--- src/rtl/freq_word_sync_if.sv ---
// freq_word_sync_if: bin request, commit and committed-FTW bus (FREQ_WORD_PENDING_EN adds m_ftw_pending)
interface freq_word_sync_if #(
  parameter int ADDR_W = 16,
  parameter int FTW_W  = 32,
  parameter int STEP_W = 7,
  parameter int NUM_CH = 2,
  parameter int CH_W   = 1
);
  logic [ADDR_W-1:0]        s_bin_data;
  logic [CH_W-1:0]          s_bin_ch;
  logic                     s_bin_valid;
  logic                     s_bin_ready;
  logic                     s_commit;
  logic [NUM_CH*FTW_W-1:0]  m_ftw_data;
  logic [NUM_CH*STEP_W-1:0] m_ftw_step;
  logic                     m_ftw_update;
  logic [NUM_CH-1:0]        m_ftw_sat;
  logic                     busy;
`ifdef FREQ_WORD_PENDING_EN
  logic [NUM_CH-1:0]        m_ftw_pending;
`endif
  modport master (
    output s_bin_data, s_bin_ch, s_bin_valid, s_commit,
    input  s_bin_ready, m_ftw_data, m_ftw_step, m_ftw_update, m_ftw_sat, busy
`ifdef FREQ_WORD_PENDING_EN
    , m_ftw_pending
`endif
  );
  modport slave (
    input  s_bin_data, s_bin_ch, s_bin_valid, s_commit,
    output s_bin_ready, m_ftw_data, m_ftw_step, m_ftw_update, m_ftw_sat, busy
`ifdef FREQ_WORD_PENDING_EN
    , m_ftw_pending
`endif
  );
endinterface

--- src/rtl/freq_word_sync.sv ---
// freq_word_sync: multi-channel FFT-bin to DDS FTW converter with atomic commit on s_commit rising edge
// FREQ_WORD_PENDING_EN: commit copies only channels written since the last commit
module freq_word_sync #(
  parameter int ADDR_W     = 16,
  parameter int FTW_W      = 32,
  parameter int STEP_W     = 7,
  parameter int NUM_CH     = 2,
  parameter int CH_W       = 1,
  parameter int BIN_SHIFT  = 22,
  parameter int BIN_OFFSET = 3,
  parameter int FREQ_RESOL = 21474836
) (
  input logic             sys_clk,
  input logic             sys_rstn,
  freq_word_sync_if.slave bus
);
  localparam int TW = (ADDR_W + BIN_SHIFT > FTW_W) ? ADDR_W + BIN_SHIFT : FTW_W;
  localparam logic [FTW_W:0] RES = (FTW_W+1)'(FREQ_RESOL);
  localparam logic [FTW_W:0] RES2 = RES << 1;
  typedef enum logic {IDLE, CALC} state_t;
  state_t state, state_nx;
  logic [FTW_W:0] acc, acc_nx;
  logic [FTW_W-1:0] target, target_nx, target_in, wr_ftw;
  logic [STEP_W-1:0] step, step_nx, wr_step;
  logic [CH_W-1:0] ch, ch_nx;
  logic [ADDR_W-1:0] bin_adj;
  logic [TW-1:0] bin_full;
  logic accept, hit, top, wr, commit_q, commit_edge, upd;
  logic [NUM_CH-1:0][FTW_W-1:0] sh_ftw, ftw_q;
  logic [NUM_CH-1:0][STEP_W-1:0] sh_step, step_q;
  logic [NUM_CH-1:0] sh_sat, sat_q, mask;
  assign bus.s_bin_ready = sys_rstn && state == IDLE && !bus.s_commit;
  assign bus.busy = state == CALC;
  assign bus.m_ftw_data = ftw_q;
  assign bus.m_ftw_step = step_q;
  assign bus.m_ftw_sat = sat_q;
  assign bus.m_ftw_update = upd;
  assign accept = bus.s_bin_valid && bus.s_bin_ready;
  assign commit_edge = bus.s_commit && !commit_q;
  // target computed at full width so large bins clamp instead of wrapping
  assign bin_adj = bus.s_bin_data >= ADDR_W'(BIN_OFFSET) ? bus.s_bin_data - ADDR_W'(BIN_OFFSET) : bus.s_bin_data;
  assign bin_full = TW'(bin_adj) << BIN_SHIFT;
  assign target_in = bin_full > TW'({FTW_W{1'b1}}) ? '1 : bin_full[FTW_W-1:0];
  assign hit = acc > {1'b0, target};
  assign top = step == '1;
  assign wr = state == CALC && !bus.s_commit && (hit || top);
  assign wr_ftw = step >= STEP_W'(2) ? FTW_W'(acc - RES2) : '0;
  assign wr_step = step >= STEP_W'(2) ? step - STEP_W'(2) : '0;
  always_comb begin
    state_nx = state;
    acc_nx = acc;
    step_nx = step;
    ch_nx = ch;
    target_nx = target;
    if (state == IDLE) begin
      if (accept) begin
        ch_nx = bus.s_bin_ch;
        target_nx = target_in;
        acc_nx = '0;
        step_nx = '0;
        state_nx = 32'(bus.s_bin_ch) < NUM_CH ? CALC : IDLE;
      end
    end else if (bus.s_commit || hit || top) begin
      state_nx = IDLE;
    end else begin
      acc_nx = acc + RES;
      step_nx = step + STEP_W'(1);
    end
  end
  always_ff @(posedge sys_clk or negedge sys_rstn) begin
    if (!sys_rstn) begin
      state <= IDLE;
      acc <= '0;
      step <= '0;
      ch <= '0;
      target <= '0;
      commit_q <= 1'b0;
      upd <= 1'b0;
      sh_ftw <= '0;
      sh_step <= '0;
      sh_sat <= '0;
      ftw_q <= '0;
      step_q <= '0;
      sat_q <= '0;
    end else begin
      state <= state_nx;
      acc <= acc_nx;
      step <= step_nx;
      ch <= ch_nx;
      target <= target_nx;
      commit_q <= bus.s_commit;
      upd <= commit_edge && |mask;
      for (int i = 0; i < NUM_CH; i++) begin
        if (wr && ch == CH_W'(i)) begin
          sh_ftw[i] <= wr_ftw;
          sh_step[i] <= wr_step;
          sh_sat[i] <= !hit;
        end
        if (commit_edge && mask[i]) begin
          ftw_q[i] <= sh_ftw[i];
          step_q[i] <= sh_step[i];
          sat_q[i] <= sh_sat[i];
        end
      end
    end
  end
`ifdef FREQ_WORD_PENDING_EN
  logic [NUM_CH-1:0] pend;
  assign mask = pend;
  assign bus.m_ftw_pending = pend;
  always_ff @(posedge sys_clk or negedge sys_rstn) begin
    if (!sys_rstn) begin
      pend <= '0;
    end else if (commit_edge) begin
      pend <= '0;
    end else if (wr) begin
      for (int i = 0; i < NUM_CH; i++) if (ch == CH_W'(i)) pend[i] <= 1'b1;
    end
  end
`else
  assign mask = '1;
`endif
endmodule

--- src/flat_wrapper.sv ---
// flat-port wrapper written by rule: the top's interface ports become plain ports
module freq_word_sync_flat 
#(
  parameter int ADDR_W     = 16,
  parameter int FTW_W      = 32,
  parameter int STEP_W     = 7,
  parameter int NUM_CH     = 2,
  parameter int CH_W       = 1,
  parameter int BIN_SHIFT  = 22,
  parameter int BIN_OFFSET = 3,
  parameter int FREQ_RESOL = 21474836
)
  (sys_clk, sys_rstn, bus_s_bin_data, bus_s_bin_ch, bus_s_bin_valid, bus_s_commit, bus_s_bin_ready, bus_m_ftw_data, bus_m_ftw_step, bus_m_ftw_update, bus_m_ftw_sat, bus_busy);
  freq_word_sync_if #(.ADDR_W(ADDR_W), .FTW_W(FTW_W), .STEP_W(STEP_W), .NUM_CH(NUM_CH), .CH_W(CH_W)) bus_i ();
  input logic sys_clk;
  input logic sys_rstn;
  input wire logic [$bits(bus_i.s_bin_data)-1:0] bus_s_bin_data;
  input wire logic [$bits(bus_i.s_bin_ch)-1:0] bus_s_bin_ch;
  input wire logic [$bits(bus_i.s_bin_valid)-1:0] bus_s_bin_valid;
  input wire logic [$bits(bus_i.s_commit)-1:0] bus_s_commit;
  output wire logic [$bits(bus_i.s_bin_ready)-1:0] bus_s_bin_ready;
  output wire logic [$bits(bus_i.m_ftw_data)-1:0] bus_m_ftw_data;
  output wire logic [$bits(bus_i.m_ftw_step)-1:0] bus_m_ftw_step;
  output wire logic [$bits(bus_i.m_ftw_update)-1:0] bus_m_ftw_update;
  output wire logic [$bits(bus_i.m_ftw_sat)-1:0] bus_m_ftw_sat;
  output wire logic [$bits(bus_i.busy)-1:0] bus_busy;
  assign bus_i.s_bin_data = bus_s_bin_data;
  assign bus_i.s_bin_ch = bus_s_bin_ch;
  assign bus_i.s_bin_valid = bus_s_bin_valid;
  assign bus_i.s_commit = bus_s_commit;
  assign bus_s_bin_ready = bus_i.s_bin_ready;
  assign bus_m_ftw_data = bus_i.m_ftw_data;
  assign bus_m_ftw_step = bus_i.m_ftw_step;
  assign bus_m_ftw_update = bus_i.m_ftw_update;
  assign bus_m_ftw_sat = bus_i.m_ftw_sat;
  assign bus_busy = bus_i.busy;
  freq_word_sync #(.ADDR_W(ADDR_W), .FTW_W(FTW_W), .STEP_W(STEP_W), .NUM_CH(NUM_CH), .CH_W(CH_W), .BIN_SHIFT(BIN_SHIFT), .BIN_OFFSET(BIN_OFFSET), .FREQ_RESOL(FREQ_RESOL)) u_core (.sys_clk(sys_clk), .sys_rstn(sys_rstn), .bus(bus_i));
endmodule
--- config.mk ---
export PLATFORM = sky130hd
export DESIGN_NAME = freq_word_sync_flat
export DESIGN_NICKNAME = d
export VERILOG_FILES = /design/src/rtl/freq_word_sync_if.sv /design/src/rtl/freq_word_sync.sv /design/src/flat_wrapper.sv
export SDC_FILE = /design/constraint.sdc
export NUM_CORES = 1
export LEC_CHECK = 0
export ABC_AREA = 1
export BUFFER_PORTS_ARGS = -buffer_cell sky130_fd_sc_hd__buf_4
export CAP_MARGIN = 20
export CORE_MARGIN = 1
export CORE_UTILIZATION = 39
export DETAILED_ROUTE_END_ITERATION = 10
export SLEW_MARGIN = 20
export SYNTH_ARGS = -nofsm -noshare
export SYNTH_HDL_FRONTEND = slang
export SYNTH_SLANG_ARGS = --single-unit
--- constraint.sdc ---
create_clock -name sys_clk -period 4.93 [get_ports sys_clk]
set_clock_uncertainty 0.05 [all_clocks]
set_input_delay 0.493 -clock sys_clk [delete_from_list [all_inputs] [get_ports sys_clk]]
set_output_delay 0.493 -clock sys_clk [all_outputs]
set_load 0.05 [all_outputs]
# Yosys cells after proc, flatten, opt, wreduce, memory -nomap -nowiden
# Index checks and enable logic that the tools add are counted.
[classes] n_addsub=5 magnitude_cmp=4 eq_ne=2 mux=13 n_bitwise=2 reduce_logical=17
[ops] op="2-to-1 mux 33 bit" count=3
[ops] op="2-to-1 mux 32 bit" count=2
[ops] op="> comparator 38 x 32 -> 1 bit (second input constant)" count=1
[ops] op="adder 33 x 25 -> 33 bit (second input constant)" count=1
[ops] op="> comparator 33 x 32 -> 1 bit" count=1
[ops] op="subtractor 32 x 26 -> 32 bit (second input constant)" count=1
[ops] op="2-to-1 mux 7 bit" count=4
[ops] op="greater-or-equal comparator 16 x 2 -> 1 bit (second input constant)" count=1
[ops] op="2-to-1 mux 16 bit" count=1
[ops] op="subtractor 16 x 2 -> 16 bit (second input constant)" count=1
[ops] op="logical AND 1 bit" count=8
[ops] op="adder 7 x 1 -> 7 bit (second input constant)" count=1
[ops] op="equality test 7 bit (second input constant)" count=1
[ops] op="greater-or-equal comparator 7 x 2 -> 1 bit (second input constant)" count=1
[ops] op="subtractor 7 x 2 -> 7 bit (second input constant)" count=1
[ops] op="AND reduction 2 bit" count=2
[ops] op="zero test 1 bit" count=3
[ops] op="logical OR 1 bit" count=3
[ops] op="2-to-1 mux 1 bit" count=3
[ops] op="!= test 2 bit (second input constant)" count=1
[ops] op="NOT 1 bit" count=2
[ops] op="nonzero test 2 bit" count=1
[totals] register_bits=236 output_inout_bits=83 elab_cells=61

# Longest topological paths before layout
# Gate-level depths: netlist of the first run.
[depth] depth_word=6 ltp_mapped=17 ltp_nobuf=15

# Worst setup path after synthesis of the first run
# Ideal clock, no wire load.
[synth_path] path_type="flip-flop to flip-flop" start="register u_core.state (netlist: u_core.bus.busy)" end="register u_core.acc[10]" arrival_time_ns=2.330 slack_ns=2.433 path_stages_with_launch=9 n_path_buf=2 synth_period_minus_slack_ns=2.497 cell_sequence="dfrtp_1 inv_1 nand2_1 nor2_1 nand2_1 clkbuf_1 clkbuf_1 nand3_1 nand2_1"
[synth_via] elab_chain_cells=6 word_cells_on_any_way=8
[synth_rtl] element="start: declaration" line_no="freq_word_sync.sv:21" text="state_t state, state_nx;"
[synth_rtl] element="start signal: assignment" line_no="freq_word_sync.sv:86" text="state <= state_nx;"
[synth_rtl] element="NOT 1 bit"
[synth_rtl] element="logical AND 1 bit (2 in a row)" line_no="freq_word_sync.sv:32" text="assign bus.s_bin_ready = sys_rstn && state == IDLE && !bus.s_commit;"
[synth_rtl] element="named net bus_s_bin_ready" line_no="flat_wrapper.sv:21" text="output wire logic [$bits(bus_i.s_bin_ready)-1:0] bus_s_bin_ready;"
[synth_rtl] element="logical AND 1 bit" line_no="freq_word_sync.sv:38" text="assign accept = bus.s_bin_valid && bus.s_bin_ready;"
[synth_rtl] element="nonzero test 2 bit (no source line)"
[synth_rtl] element="AND reduction 2 bit (no source line)"
[synth_rtl] element="end signal: assignment" line_no="freq_word_sync.sv:87" text="acc <= acc_nx;"
[synth_rtl] element="end: declaration" line_no="freq_word_sync.sv:22" text="logic [FTW_W:0] acc, acc_nx;"
# The timed path passes the listed nets, and every way through them passes these cells.
# A chain may end at the register's enable or synchronous reset.

# Worst setup path in the final report of the first run
[layout_path] start="register u_core.target[21]" end="register u_core.sh_ftw[24] (netlist name)"
[layout_via] elab_chain_cells=4
[layout_rtl] element="start: declaration" line_no="freq_word_sync.sv:23" text="logic [FTW_W-1:0] target, target_nx, target_in, wr_ftw;"
[layout_rtl] element="start signal: assignment" line_no="freq_word_sync.sv:90" text="target <= target_nx;"
[layout_rtl] element="> comparator 33 x 32 -> 1 bit" line_no="freq_word_sync.sv:44" text="assign hit = acc > {1'b0, target};"
[layout_rtl] element="logical OR 1 bit" line_no="freq_word_sync.sv:46" text="assign wr = state == CALC && !bus.s_commit && (hit || top);"
[layout_rtl] element="logical AND 1 bit" line_no="freq_word_sync.sv:46"
[layout_rtl] element="logical AND 1 bit" line_no="freq_word_sync.sv:94" text="if (wr && ch == CH_W'(i)) begin"
[layout_rtl] element="end signal: indexed assignment" line_no="freq_word_sync.sv:95" text="sh_ftw[i] <= wr_ftw;"
[layout_rtl] element="end: declaration" line_no="freq_word_sync.sv:29" text="logic [NUM_CH-1:0][FTW_W-1:0] sh_ftw, ftw_q;"
# No other way between the ends.

==> results.sh, run 1 <==
export IMPL_status="complete, no violations"
export IMPL_hold_path_end="u_core.commit_q$_DFF_PN0_"
export IMPL_clk_pin_slew_ns=0.07
export IMPL_wl_per_cell_um=15.2
export IMPL_reg2reg_slack_ns=1.49
export IMPL_yosysMostFrequentCell="nand2_1"
export IMPL_min_path_type="primary input to flop"
export IMPL_grt_first_pass_wirelength_mm=55.2
export IMPL_r2r_start="u_core.target[21]$_DFFE_PN0P_"
export IMPL_placed_cell_area_um2=13000
export IMPL_p_total_mw=4.31
export IMPL_fin_cells=2184
export IMPL_cts_setup_buffers=0
export IMPL_vdd_drop_max_uv=171
export IMPL_yosysTopAreaCellShare=0.422
export IMPL_synth_cells=1722
export IMPL_cp_start_kind="flop"
export IMPL_whs_path_depth=1
export IMPL_hold_viol_final=0
export IMPL_postLayoutCoreUtil=0.454
export IMPL_synthFlopType="dfrtp_1"
export IMPL_stdcell_area_um2=13900
export IMPL_drive_above_1_share=0.0996
export IMPL_reg2reg_depth=15
export IMPL_vias=11100
export IMPL_ys_ff_latch=205
export IMPL_finalMaxSlewViolations=0
export IMPL_n_antenna_cell=0
export IMPL_yosysWarnings=0
export IMPL_synthArstFlopShare=1.00
export IMPL_totalWireLength_mm=33.2
export IMPL_hold_path_startpoint="bus_s_commit"
export IMPL_synthTopCellsByArea="dfrtp_1, nand2_1, nor2_1"
export IMPL_period_minus_slack_ns=3.44
export IMPL_path_class="flop to flop"
export IMPL_drc=0
export IMPL_dieArea_um2=31900
export IMPL_antenna_found_initial=0
export IMPL_rsz0062_at_grt="false"
export IMPL_first_global_vias=10700
export IMPL_clock_sinks=205
export IMPL_die_w_um=178
export IMPL_tightest_slew_ns=0.832
export IMPL_dp_cells=2139
export IMPL_clockBufferDepth=3
export IMPL_finalSetupViolCount=0
export IMPL_ios=104
export IMPL_num_rows=64
export IMPL_synth_edff_count=0
export IMPL_die_y_um=178
export IMPL_hold_ws_ns=0.0810
export IMPL_area_growth_pct=14.3
export IMPL_port_buffers=99
export IMPL_maxCapViolCount=0
export IMPL_powerDensity_nw_per_um2=311
export IMPL_grt_max_degree=82
export IMPL_initial_core_util=0.397
export IMPL_place_ws_ns=1.53
export IMPL_antenna_left=0
export IMPL_p_leak_nw=7.67
export IMPL_required_ns=5.27
export IMPL_setup_tns_ns=0
export IMPL_r2r_end="u_core.sh_ftw[24]$_DFFE_PN0P_"
export IMPL_htreeDepth=1
export IMPL_synth_area_per_cell_um2=7.05
export IMPL_vias_per_cell=5.09
export IMPL_fin_crit_sh=0.698
export IMPL_maxSlewHeadroom=0.442
export IMPL_cts_resized=0
export IMPL_netlist_top_cells_count="nand2_1, dfrtp_1, nor2_1, nand3_1, inv_1"
export IMPL_first_pass_iters=5
export IMPL_dp_hpwl_mm=23.8
export IMPL_cts_buffers=24
export IMPL_cts_tree="built"
export IMPL_final_nets=1830
export IMPL_path_max_fanout=38
export IMPL_crit_arrival_ns=3.78
export IMPL_place_congestion=0.928
export IMPL_dr_first_iter_drc_count=876
export IMPL_core_um2=30600
export IMPL_globalRouteOverflowTotal=0
export IMPL_cts_root_buf="clkbuf_16"
export IMPL_yosysUniqueCellTypes=39
export IMPL_critPathCaptureType="flop"
export IMPL_clock_latency_ns=0.52
export IMPL_yosysSeqAreaShare=0.422
export IMPL_ctsHoldBuffers=1
export IMPL_max_freq_ghz=0.290
export IMPL_worst_slack_ns=1.49
export IMPL_synth_largest_area_cell="dfrtp_1"
export IMPL_grt_total_usage=0.214
export IMPL_syn_area_um2=12100
-- sequential cells by signal, indices dropped and copies added, names as in the netlist --
name                     cells
u_core.step                  7
u_core.commit_q              1
u_core.target               11
u_core.sh_step              14
u_core.ch                    1
u_core.sh_sat                2
u_core.bus.m_ftw_data       60
u_core.bus.m_ftw_step       14
u_core.sh_ftw               60
u_core.bus.m_ftw_update      1
u_core.bus.m_ftw_sat         2
u_core.acc                  31
u_core.bus.busy              1
-- metal layers --
metal	track usage	vias up	share of wire
met5	0	-	0
met2	0.342	275	0.44
met1	0.306	5203	0.49
met3	0.0249	49	0.047
met4	0.0554	0	0.022
li1	-	5583	-
-- where the power goes --
part	internal (mW)	total [mW]	switching (mW)
Sequential	1.71	1.82	0.102
Clock	1.21	1.91	0.703
Combinational	0.155	0.584	0.430
-- cells by family (layout without fill, tap and decap cells) --
logic type	after synthesis	after routing	share of synthesized area
flip-flops	205	205	0.422
AND/OR/NAND/NOR	1133	1133	0.392
AO/OA/AOI/OAI	102	102	0.0442
XOR/XNOR	32	32	0.0231
adder cells (fa/ha/maj)	39	39	0.0402
buffers and inverters	210	273	0.0783
other	1	4	0.000309
-- layout by cell type (no fill, tap or decap), types with 2 or more instances in the layout --
cell type  instances
nand2_1          701
dfrtp_1          205
nor2_1           184
nand3_1          115
buf_4            111
inv_1            109
nand4_1           89
a21oi_1           57
ha_1              39
xor2_1            27
clkbuf_16         25
o21ai_0           21
nor3_1            14
o21ai_1           12
inv_2              6
clkbuf_1           6
clkbuf_8           6
nor2_2             5
xnor2_1            5
nand2_2            4
conb_1             4
bufinv_16          4
nand3_2            3
and2_1             3
nor3_2             3
nor3b_1            3
clkinv_2           3
a21o_1             2
nand2_4            2
nor2_4             2
nand3b_1           2
a31oi_1            2
o21bai_1           2
a211oi_1           2
-- worst max-delay path by stage --
stage                     slack (ns)                     startpoint                            end  depth (start not counted)
after floorplan                 2.43      u_core.bus.busy$_DFF_PN0_     u_core.acc[10]$_DFFE_PN0P_                          8
after global placement          1.64  u_core.target[21]$_DFFE_PN0P_   u_core.sh_ftw[8]$_DFFE_PN0P_                         15
after detailed placement        1.53  u_core.target[21]$_DFFE_PN0P_   u_core.sh_ftw[6]$_DFFE_PN0P_                         15
after CTS                       1.49  u_core.target[21]$_DFFE_PN0P_  u_core.sh_ftw[24]$_DFFE_PN0P_                         15
after global routing            1.13  u_core.target[21]$_DFFE_PN0P_  u_core.sh_step[3]$_DFFE_PN0P_                         15
final                           1.49  u_core.target[21]$_DFFE_PN0P_  u_core.sh_ftw[24]$_DFFE_PN0P_                         15
-- critical path: stages, from the launching register on --
cell	delay (ns)
dfrtp_1	0.40
inv_1	0.55
ha_1	0.28
nand2_1	0.08
nor2_1	0.18
nand2_1	0.08
nor2_1	0.09
nand2_1	0.06
nand2_1	0.06
nor2_1	0.05
nand2_2	0.07
nand2_4	0.09
nand2_4	0.26
nand3_2	0.67
nand2_1	0.24
nand2_1	0.09
-- layout make-up --
class	instances	area (um2)
tap	396	495
clock inverter	8	144
inverter	115	432
sequential	205	5130
clock buffer	36	717
multi-input combinational	1310	6090
fill	3191	16700
timing repair buffer	114	868
Note: power is estimated with default switching activity, not from simulation.
==> run 2, diff against run 1 <==
==> constraint.sdc (replaced) <==
create_clock -name sys_clk -period 2.91 [get_ports sys_clk]
set_clock_uncertainty 0.05 [all_clocks]
set_input_delay 0.291 -clock sys_clk [delete_from_list [all_inputs] [get_ports sys_clk]]
set_output_delay 0.291 -clock sys_clk [all_outputs]
set_load 0.05 [all_outputs]
==> run 2 against run 1 <==
Against the previous run: first-iteration DRC count decreased by 5.3%; routed wire length rose by 1.7%; register-to-register slack got worse by 1.2 ns; largest power group unchanged; global-route usage up 0.21 points; largest cell class unchanged; sequential power grew 63%; die area stayed put; flip-flop and latch count unchanged; clock power up 59%.
==> results.sh, run 2 (same netlist as run 1, synthesis figures left out) <==
export IMPL_status="complete, no violations"
export IMPL_clk_pin_slew_ns=0.06
export IMPL_power_frac_seq=0.414
export IMPL_num_rows=64
export IMPL_switching_share=0.292
export IMPL_clkPwrFrac=0.422
export IMPL_ios=104
export IMPL_initial_core_util=0.397
export IMPL_totalWireLength_mm=33.8
export IMPL_cts_tree="built"
export IMPL_grt_max_degree=121
export IMPL_globalRouteOverflowTotal=0
export IMPL_hold_viol_final=0
export IMPL_r2r_end="u_core.sh_ftw[4]$_DFFE_PN0P_"
export IMPL_powerDensity_nw_per_um2=508
export IMPL_rsz0062_at_grt="false"
export IMPL_required_ns=3.26
export IMPL_max_freq_ghz=0.388
export IMPL_vdd_drop_max_uv=253
export IMPL_path_max_fanout=28
export IMPL_cp_cell_sequence="inv_1, buf_12, ha_1, nand2_1, nor2_1, nand2_1, nor2_1, nand2_1, nand2_1, nor2_1, nand2_2, nand2_4, nand2_4, nand3_2, buf_12, nand2_1, nand2_1"
export IMPL_n_antenna_cell=0
export IMPL_fin_crit_sh=0.885
export IMPL_min_path_type="primary input to asynchronous set/reset pin"
export IMPL_cp_slowest_cell="dfrtp_1"
export IMPL_dr_first_iter_drc_count=830
export IMPL_die_w_um=178
export IMPL_dp_hpwl_mm=24.3
export IMPL_tightest_slew_ns=0.874
export IMPL_p_leak_nw=7.85
export IMPL_p_switching_mw=2.10
export IMPL_finalMaxSlewViolations=0
export IMPL_cts_setup_buffers=0
export IMPL_reg2reg_depth=17
export IMPL_p_total_mw=7.18
export IMPL_r2r_start="u_core.target[21]$_DFFE_PN0P_"
export IMPL_drc=0
export IMPL_postLayoutCoreUtil=0.462
export IMPL_clock_latency_ns=0.51
export IMPL_power_frac_comb=0.164
export IMPL_htreeDepth=1
export IMPL_cts_root_buf="clkbuf_16"
export IMPL_cts_buffers=23
export IMPL_maxCapViolCount=0
export IMPL_p_int_mw=5.08
export IMPL_core_um2=30600
export IMPL_final_common_cell="nand2_1"
export IMPL_wl_per_cell_um=15.2
export IMPL_antenna_found_initial=0
export IMPL_setup_tns_ns=0
export IMPL_reg2reg_slack_ns=0.34
export IMPL_finalSetupViolCount=0
export IMPL_vias_per_cell=5.10
export IMPL_mostFrequentLayoutCells="nand2_1, dfrtp_1, nor2_1"
export IMPL_port_buffers=99
export IMPL_period_minus_slack_ns=2.57
export IMPL_vias=11300
export IMPL_clockBufferDepth=3
export IMPL_grt_first_pass_wirelength_mm=55.6
export IMPL_max_stage_delay_ns=0.37
export IMPL_worst_slack_ns=0.336
export IMPL_first_global_vias=10700
export IMPL_place_congestion=0.944
export IMPL_critPathCaptureType="flop"
export IMPL_antenna_left=0
export IMPL_die_y_um=178
export IMPL_path_class="flop to flop"
export IMPL_place_ws_ns=0.338
export IMPL_grt_total_usage=0.216
export IMPL_stdcell_area_um2=14100
export IMPL_drive_above_1_share=0.116
export IMPL_crit_arrival_ns=2.93
export IMPL_dieArea_um2=31900
export IMPL_placed_cell_area_um2=13300
export IMPL_final_nets=1866
export IMPL_maxSlewHeadroom=0.417
export IMPL_cpMostUsedCell="nand2_1"
export IMPL_clock_sinks=205
export IMPL_first_pass_iters=5
export IMPL_area_growth_pct=16.4
export IMPL_cp_start_kind="flop"
## run 2: worst max-delay path by stage
stage / startpoint / end / cells past startpoint
floorplan: u_core.bus.busy$_DFF_PN0_ / u_core.acc[10]$_DFFE_PN0P_ / 8
global placement: u_core.target[21]$_DFFE_PN0P_ / u_core.sh_ftw[13]$_DFFE_PN0P_ / 17
detailed placement: u_core.target[21]$_DFFE_PN0P_ / u_core.sh_ftw[7]$_DFFE_PN0P_ / 17
CTS: u_core.target[21]$_DFFE_PN0P_ / u_core.sh_ftw[4]$_DFFE_PN0P_ / 17
global route: u_core.target[21]$_DFFE_PN0P_ / u_core.sh_ftw[4]$_DFFE_PN0P_ / 17
finish: u_core.target[21]$_DFFE_PN0P_ / u_core.sh_ftw[4]$_DFFE_PN0P_ / 17
## run 2: metal layers
metal	vias to the layer above	share of wire	track usage
li1	5670	-	-
met1	5308	0.48	0.310
met2	272	0.45	0.345
met3	47	0.049	0.0237
met4	0	0.022	0.0561
met5	-	0	0
## run 2: worst max-delay path, delay by kind of cell (launching register included)
| family | cells | cell delay (ns) |
|---|---|---|
| adders and majority gates | 1 | 0.29 |
| buffers and inverters | 3 | 0.49 |
| and+or+nand+nor | 13 | 1.24 |
| DFF | 1 | 0.37 |
## run 2: repair_timing
item	CTS	global route
setup endpoints to repair	0	0
gates resized for setup	0	0
endpoints found under the hold margin	22	0
hold buffers	3	0
## run 2: stage by stage
stage | std cells | hold slack (ns)
after floorplan | 1725 | -0.0546
after global placement | 2174 | 0.147
after detailed placement | 2174 | 0.145
after CTS | 2216 | 0.184
after global routing | 2216 | 0.197
final | 2216 | 0.185
## run 2: power by group through the flow
stage	sequential [mW]	combinational, mW	clock (mW)
after detailed placement	3.02	1.17	0
after CTS	2.97	1.18	3.10
after global routing	2.98	1.32	3.19
final	2.97	1.18	3.03
after global placement	3.02	1.16	0
after floorplan	3.01	0.752	0
## run 2: layout make-up
type	instances	area (um2)
fill	3237	16400
multi-input combinational	1310	6090
sequential	205	5130
timing repair buffer	151	1210
clock buffer	31	666
tap	396	495
inverter	115	432
clock inverter	8	119
